===== src/rtl/seven_seg_scanner.sv =====
// Multiplexed seven-segment driver: double-buffered digit/dp/blank registers,
// per-slot guard band, optional leading-zero blanking and registered outputs.
module seven_seg_scanner #(
   parameter int NDIGITS  = 4,
   parameter int SCAN_DIV = 100000,
   parameter int GUARD    = 2,
   parameter int LZB      = 0
) (
   input  logic                   clk,
   input  logic                   rst,
   input  logic                   load,
   input  logic [4*NDIGITS-1:0]   digits,
   input  logic [NDIGITS-1:0]     dp_in,
   input  logic [NDIGITS-1:0]     blank_in,
   output logic [6:0]             seg,
   output logic                   dp_out,
   output logic [NDIGITS-1:0]     an,
   output logic                   frame_done
);

   localparam int CNT_W = (SCAN_DIV > 1) ? $clog2(SCAN_DIV) : 1;
   localparam int IDX_W = (NDIGITS > 1) ? $clog2(NDIGITS) : 1;
   localparam int NSLOT = 1 << IDX_W;

   localparam logic [CNT_W-1:0] CNT_LAST  = CNT_W'(SCAN_DIV - 1);
   localparam logic [CNT_W-1:0] CNT_GUARD = CNT_W'(GUARD);
   localparam logic [IDX_W-1:0] IDX_LAST  = IDX_W'(NDIGITS - 1);

   logic [CNT_W-1:0]     cnt_reg;
   logic [IDX_W-1:0]     idx_reg;
   logic [4*NDIGITS-1:0] shadow_digits_reg;
   logic [NDIGITS-1:0]   shadow_dp_reg;
   logic [NDIGITS-1:0]   shadow_blank_reg;
   logic [4*NDIGITS-1:0] active_digits_reg;
   logic [NDIGITS-1:0]   active_dp_reg;
   logic [NDIGITS-1:0]   active_blank_reg;
   logic [6:0]           seg_reg;
   logic                 dp_out_reg;
   logic [NDIGITS-1:0]   an_reg;
   logic                 frame_done_reg;

   logic [CNT_W-1:0]     cnt_next;
   logic [IDX_W-1:0]     idx_next;
   logic [6:0]           seg_next;
   logic                 dp_out_next;
   logic [NDIGITS-1:0]   an_next;
   logic                 slot_end;
   logic                 frame_end;

   logic [3:0]           slot_code [NSLOT];
   logic [NSLOT-1:0]     slot_dp;
   logic [NSLOT-1:0]     slot_forced;
   logic [NSLOT-1:0]     slot_blank;

   function automatic logic [6:0] seg_decode(input logic [3:0] code);
      logic [6:0] s;
      unique case (code)
         4'h0: s = 7'b0000001;
         4'h1: s = 7'b1001111;
         4'h2: s = 7'b0010010;
         4'h3: s = 7'b0000110;
         4'h4: s = 7'b1001100;
         4'h5: s = 7'b0100100;
         4'h6: s = 7'b0100000;
         4'h7: s = 7'b0001111;
         4'h8: s = 7'b0000000;
         4'h9: s = 7'b0000100;
         4'hA: s = 7'b1111110;
         4'hB: s = 7'b1101010;
         4'hC: s = 7'b0110001;
         4'hD: s = 7'b1000010;
         4'hE: s = 7'b0110000;
         4'hF: s = 7'b1000001;
         default: s = 7'b1111111;
      endcase
      return s;
   endfunction

   assign slot_end  = (cnt_reg == CNT_LAST);
   assign frame_end = slot_end && (idx_reg == IDX_LAST);

   always_comb begin
      cnt_next = slot_end ? '0 : cnt_reg + 1'b1;
      idx_next = idx_reg;
      if (slot_end) begin
         idx_next = (idx_reg == IDX_LAST) ? '0 : idx_reg + 1'b1;
      end
   end

   always_ff @(posedge clk or posedge rst) begin
      if (rst) begin
         cnt_reg <= '0;
         idx_reg <= '0;
      end else begin
         cnt_reg <= cnt_next;
         idx_reg <= idx_next;
      end
   end

   // A load landing on the frame boundary goes straight to the active copy.
   always_ff @(posedge clk or posedge rst) begin
      if (rst) begin
         shadow_digits_reg <= '0;
         shadow_dp_reg     <= '0;
         shadow_blank_reg  <= '1;
         active_digits_reg <= '0;
         active_dp_reg     <= '0;
         active_blank_reg  <= '1;
      end else begin
         if (load) begin
            shadow_digits_reg <= digits;
            shadow_dp_reg     <= dp_in;
            shadow_blank_reg  <= blank_in;
         end
         if (frame_end) begin
            active_digits_reg <= load ? digits   : shadow_digits_reg;
            active_dp_reg     <= load ? dp_in    : shadow_dp_reg;
            active_blank_reg  <= load ? blank_in : shadow_blank_reg;
         end
      end
   end

   // Pad to a power-of-two slot table so idx never indexes past the array.
   genvar gi;
   generate
      for (gi = 0; gi < NSLOT; gi++) begin : g_slot
         if (gi < NDIGITS) begin : g_used
            assign slot_code[gi]   = active_digits_reg[4*gi +: 4];
            assign slot_dp[gi]     = active_dp_reg[gi];
            assign slot_forced[gi] = active_blank_reg[gi];
         end else begin : g_pad
            assign slot_code[gi]   = 4'h0;
            assign slot_dp[gi]     = 1'b0;
            assign slot_forced[gi] = 1'b1;
         end
      end
   endgenerate

   always_comb begin
      logic lz;
      lz         = 1'b1;
      slot_blank = '1;
      for (int i = NSLOT - 1; i >= 0; i--) begin
         lz = lz & (slot_code[i] == 4'h0);
         slot_blank[i] = slot_forced[i] | ((LZB != 0) && (i != 0) && lz);
      end
   end

   always_comb begin
      logic [NSLOT-1:0] an_wide;
      an_wide     = '1;
      seg_next    = 7'b1111111;
      dp_out_next = 1'b1;
      if ((cnt_reg >= CNT_GUARD) && !slot_blank[idx_reg]) begin
         an_wide[idx_reg] = 1'b0;
         seg_next         = seg_decode(slot_code[idx_reg]);
         dp_out_next      = ~slot_dp[idx_reg];
      end
      an_next = an_wide[NDIGITS-1:0];
   end

   always_ff @(posedge clk or posedge rst) begin
      if (rst) begin
         seg_reg        <= 7'b1111111;
         dp_out_reg     <= 1'b1;
         an_reg         <= '1;
         frame_done_reg <= 1'b0;
      end else begin
         seg_reg        <= seg_next;
         dp_out_reg     <= dp_out_next;
         an_reg         <= an_next;
         frame_done_reg <= frame_end;
      end
   end

   assign seg        = seg_reg;
   assign dp_out     = dp_out_reg;
   assign an         = an_reg;
   assign frame_done = frame_done_reg;

endmodule


===== config.mk =====
export PLATFORM = sky130hd
export DESIGN_NAME = seven_seg_scanner
export DESIGN_NICKNAME = d
export VERILOG_FILES = /design/src/rtl/seven_seg_scanner.sv
export SDC_FILE = /design/constraint.sdc
export NUM_CORES = 1
export LEC_CHECK = 0
export ABC_AREA = 0
export CAP_MARGIN = 20
export CORE_AREA = 2 2 88 90
export DETAILED_ROUTE_END_ITERATION = 8
export DIE_AREA = 0 0 90 92
export PLACE_DENSITY = 0.82
export REMOVE_ABC_BUFFERS = 1
export SLEW_MARGIN = 5
export SYNTH_ARGS = -nofsm -noshare
export SYNTH_HDL_FRONTEND = slang
export SYNTH_SLANG_ARGS = --single-unit

===== constraint.sdc =====
create_clock -name clk -period 7.7 [get_ports clk]
set_clock_uncertainty 0.2 [all_clocks]
set_input_delay 1.155 -clock clk [delete_from_list [all_inputs] [get_ports clk]]
set_output_delay 1.155 -clock clk [all_outputs]
set_load 0.05 [all_outputs]

==> Yosys cells after proc, flatten, opt, wreduce, memory -nomap -nowiden <==
Memory sizes are Yosys's and may differ from the RTL's.
Cells that the tools add are included.
{ "word_totals": {"output_inout_bits": 13, "register_bits": 80, "inputBits": 27, "romBits": 112, "mem_count": 1} }
{ "classes": {"magnitude_cmp": 4, "eq_ne": 2, "bitwise": 3, "n_addsub": 2, "mux": 17, "n_reduce_logical": 4} }
{ "mem_list": {"columns": ["memory", "words", "width", "rd", "rd_clocked_by_memory_dff", "write_ports", "line_no", "rtl"], "rows": [
  ["(name not given)", 16, 7, 1, 0, 0, "57", "unique case (code)"]
]} }
{ "op_table": {"columns": ["op", "n"], "rows": [
  ["two-way mux 4 bit", 5],
  ["adder 17 x 1 -> 17 bit (second input constant)", 1],
  ["== test 17 bit (second input constant)", 1],
  ["greater-or-equal comparator 17 x 2 -> 1 bit (second input constant)", 1],
  ["two-way mux 17 bit", 1],
  ["two-way mux 16 bit", 1],
  ["binary-select mux 4 bit (select 2 bit)", 1],
  ["two-way mux 7 bit", 1],
  ["binary-select mux 1 bit (select 2 bit)", 2],
  ["two-way mux 1 bit", 4],
  ["inverter 4 bit", 1],
  ["greater-or-equal comparator 3 bit (second input constant)", 1],
  ["logical AND 1 bit", 3],
  ["less-than comparator 2 x 3 -> 1 bit (second input constant)", 1],
  ["inverter 2 -> 3 bit", 1],
  ["adder 2 x 1 -> 2 bit (second input constant)", 1],
  ["demux 1 bit (select 2 bit)", 1],
  ["== test 2 bit (second input constant)", 1],
  ["greater-or-equal comparator 2 x 1 -> 1 bit (second input constant)", 1],
  ["two-way mux 2 bit", 1],
  ["logical NOT 1 bit", 1],
  ["inverter 1 bit", 1]
]} }

==> Longest topological paths before layout <==
{ "logic_depth": {"ltp_word": 6, "ltp_mapped": 7, "ltp_nobuf": 6} }

==> Least setup slack after synthesis <==
OpenSTA, ideal clock, no wires.
{ "synth_timing": {"kind": "in2reg", "startpoint": "in load", "endpoint": "reg active_digits_reg[9]", "cell_stages": 4, "arrival_time_ps": 2366, "setup_ps": 127, "required_ps": 7373, "path_buffers": 2, "path_slack_ps": 5007, "path_cell_list": "clkbuf_1 -> clkbuf_1 -> mux2_2 -> mux2_1"} }
{ "synth_via": {"elab_chain_cells": 1} }
{ "synth_rtl": {"columns": ["element", "line_no", "rtl"], "rows": [
  ["start: declaration", "11", "input logic load,"],
  ["two-way mux 16 bit", null, null],
  ["end signal: assignment", "116", "active_digits_reg <= load ? digits : shadow_digits_reg;"],
  ["end: declaration", "34", "logic [4*NDIGITS-1:0] active_digits_reg;"]
]} }
No other way between the ends.
A chain may end at the register's enable or synchronous reset.

==> Worst setup path in the final report <==
{ "layout_timing": {"startpoint": "reg an_reg[0] (netlist: an[0])", "endpoint": "out an[0]"} }
{ "layout_lines": {"columns": ["element", "line_no", "rtl"], "rows": [
  ["start: declaration", "39", "logic [NDIGITS-1:0] an_reg;"],
  ["start signal: assignment", "171", "an_reg <= an_next;"],
  ["end: declaration", "17", "output logic [NDIGITS-1:0] an,"]
]} }
No word-level cell between the ends.

==> impl_metrics.py <==
metrics = {
    "clock_network": {
        "clk_pin_slew_worst_paths_ps": 90,
        "numCtsBuffers": 9,
        "cts_max_path_buffers": 2,
        "cts_htree_levels": 3,
        "cts_setup_buffers": 0,
        "ctsResizeCount": 0,
        "cts_tree": "done",
        "cts_sinks": 80,
        "clockRootBuffer": "clkbuf_8",
        "clk_latency_ps": 350,
        "cts_hold_buf": 0,
    },
    "global_routing": {
        "grt_pass1_vias": 2204,
        "grt_pass1_wl_mm": 10.43,
        "grt_max_degree": 81,
        "grtUsageTotal_pct": 16.27,
        "gr-total-overflow": 0,
        "antenna_found_initial": 0,
    },
    "sta": {
        "maxSlewHeadroom_pct": 33.51,
        "fmax_ghz": 0.3304,
        "hold_viol_final": 0,
        "timing.setup.tns_ps": 0,
        "post-route-period-util_pct": 39.31,
        "setup_viol": 0,
        "slew_viol_final": 0,
        "worst_pin_slew_ps": 992.7,
        "rsz0062_at_grt": "false",
        "fin_crit_ps": 3027,
        "hold_slack_ps": 286.4,
    },
    "yosys": {
        "yosys-top-cells-area": "dfrtp_1, mux2_2, dfstp_2",
        "ys_types": 38,
        "yosysTopAreaCellShare_pct": 41.99,
        "syn_avg_cell_area_um2": 13.60,
        "ys_seq_area_share_pct": 56.68,
        "ys.flop_type": "dfrtp_1",
        "netlist_instances": 263,
        "synth-edff-count": 0,
        "yosys.area.top_type": "dfrtp_1",
        "yosysWarnings": 0,
        "syn_area_um2": 3576,
        "synth-seq-cells": 80,
        "async_reset_ff_share_pct": 100.0,
    },
    "die": {
        "die_h_um": 92,
        "core_area_um2": 7447,
        "row_count": 32,
        "die_area_um2": 8280,
        "initial_utilization_pct": 48.02,
        "fp.dieW_um": 90,
        "top_level_ports": 40,
    },
    "cells_and_area": {
        "layout_common_cells": "dfrtp_1, mux2_2, clkdlybuf4s50_1",
        "postLayoutCoreUtil_pct": 57.24,
        "diodes": 0,
        "layout_commonest_cell": "dfrtp_1",
        "largest_register_ffs": 17,
        "synthToLayoutAreaGrowth_pct": 19.21,
        "drive_gt1_share_pct": 31.19,
        "nets": 345,
    },
    "setup_path": {
        "crit_chain": "clkdlybuf4s50_1",
        "cp.arrival_ps": 1670,
        "slowest_stage": "clkdlybuf4s50_1",
        "path_class": "reg2out",
        "critical_path.max_stage_delay_ps": 790,
        "cp_max_fo": 1,
        "cp_num_buf_inv": 1,
        "end_kind": "primary output",
        "required_ps": 6340,
        "critPathTopFamily": "buffers and inverters",
        "start_kind": "flip-flop",
    },
    "route": {
        "drtAntennaViolNets": 0,
        "wl_per_cell_um": 14.70,
        "firstDrtPassIters": 4,
        "viasPerCell": 5.090,
        "first_iter_violations": 112,
        "vias": 2102,
        "drc": 0,
        "drt-total-wl_mm": 6.070,
    },
    "power": {
        "leakage_nw": 1.856,
        "power_density_nw_per_um2": 184.5,
        "ir_drop_mv": 0.08907,
    },
    "placed_design": {
        "hpwlAfterDp_mm": 4.128,
        "port_buffers": 39,
        "gp_congestion": 0.8423,
    },
    "status": {
        "status": "finished, final reports clean",
    },
    "run": {
        "drv_cap": 0,
    },
    "hold_path": {
        "min_path_type": "reg2reg",
    },
}
==> worst register-to-register path, stage by stage (launching register included) <==
cell	delay, ps
dfrtp_1	710
mux4_2	590
a31oi_1	750
o311ai_0	300
==> synth_stat cells, types with 4 or more instances <==
cell type and count:
dfrtp_1 60, ha_1 12, buf_2 4, mux2_2 47, nand3_1 5, nand2_1 16, o21ai_0 4, inv_1 10
xnor2_1 6, nor2_1 14, xor2_1 7, clkbuf_1 4, nand4_1 4, mux4_2 6, mux2i_1 4, dfstp_2 20
==> power by group <==
part	internal, mW	switching, mW
Clock	0.156	0.151
Combinational	0.0240	0.0183
Sequential	0.434	0.00306
Total	0.614	0.172
==> area by class of cell <==
cell class / count / area, um2
Inverter: 10 / 37.54
Clock buffer: 10 / 137.6
Tap cell: 102 / 127.6
Sequential cell: 80 / 2027
Timing Repair Buffer: 42 / 420.4
Fill cell: 602 / 3184
Clock inverter: 6 / 58.81
Multi-Input combinational cell: 163 / 1454
==> per-layer routing <==
| layer | global-route usage, % | vias up | part of all wire, % |
|---|---|---|---|
| met5 | 0 | - | 0 |
| li1 | - | 1008 | - |
| met2 | 27.32 | 41 | 50 |
| met1 | 19.72 | 1049 | 45 |
| met4 | 6.795 | 0 | 1.0 |
| met3 | 4.766 | 4 | 3.7 |
==> logic make-up after synthesis <==
logic type / share of synthesized area, %
buffers and inverters: 2.659
AO/OA/AOI/OAI: 2.799
adder cells (fa/ha/maj): 4.199
multiplexers: 20.64
AND/OR/NAND/NOR: 9.832
flip-flops: 56.68
XOR/XNOR: 3.184
==> path summary, 6_finish.rpt <==
kind / startpoint / endpoint / slack [ps] / cells after the start
worst max-delay path: an[0] / an[0] / 4670 / 1
worst min-delay path: active_digits_reg[9] / active_digits_reg[9] / 290 / 1
min in group asynchronous: rst / cnt_reg[3] / 1220 / 3
worst min register to register: active_digits_reg[9] / active_digits_reg[9] / 290 / 1
max in group asynchronous: rst / shadow_digits_reg[8] / 5450 / 3
worst max register to register: idx_reg[0] / seg[0] / 5020 / 3
==> stage by stage <==
step	cell area (um2)	instances	setup slack, ps	power [mW]
3_5_place_dp	4051	396	4248	0.4881
4_1_cts	4248	412	4633	0.7913
5_1_grt	4263	413	4628	0.8159
6_report	4263	413	4673	0.7865
3_3_place_gp	4051	396	4275	0.4859
2_1_floorplan	3518	253	4326	0.4654
No activity file was read; power rests on OpenSTA's default activity.
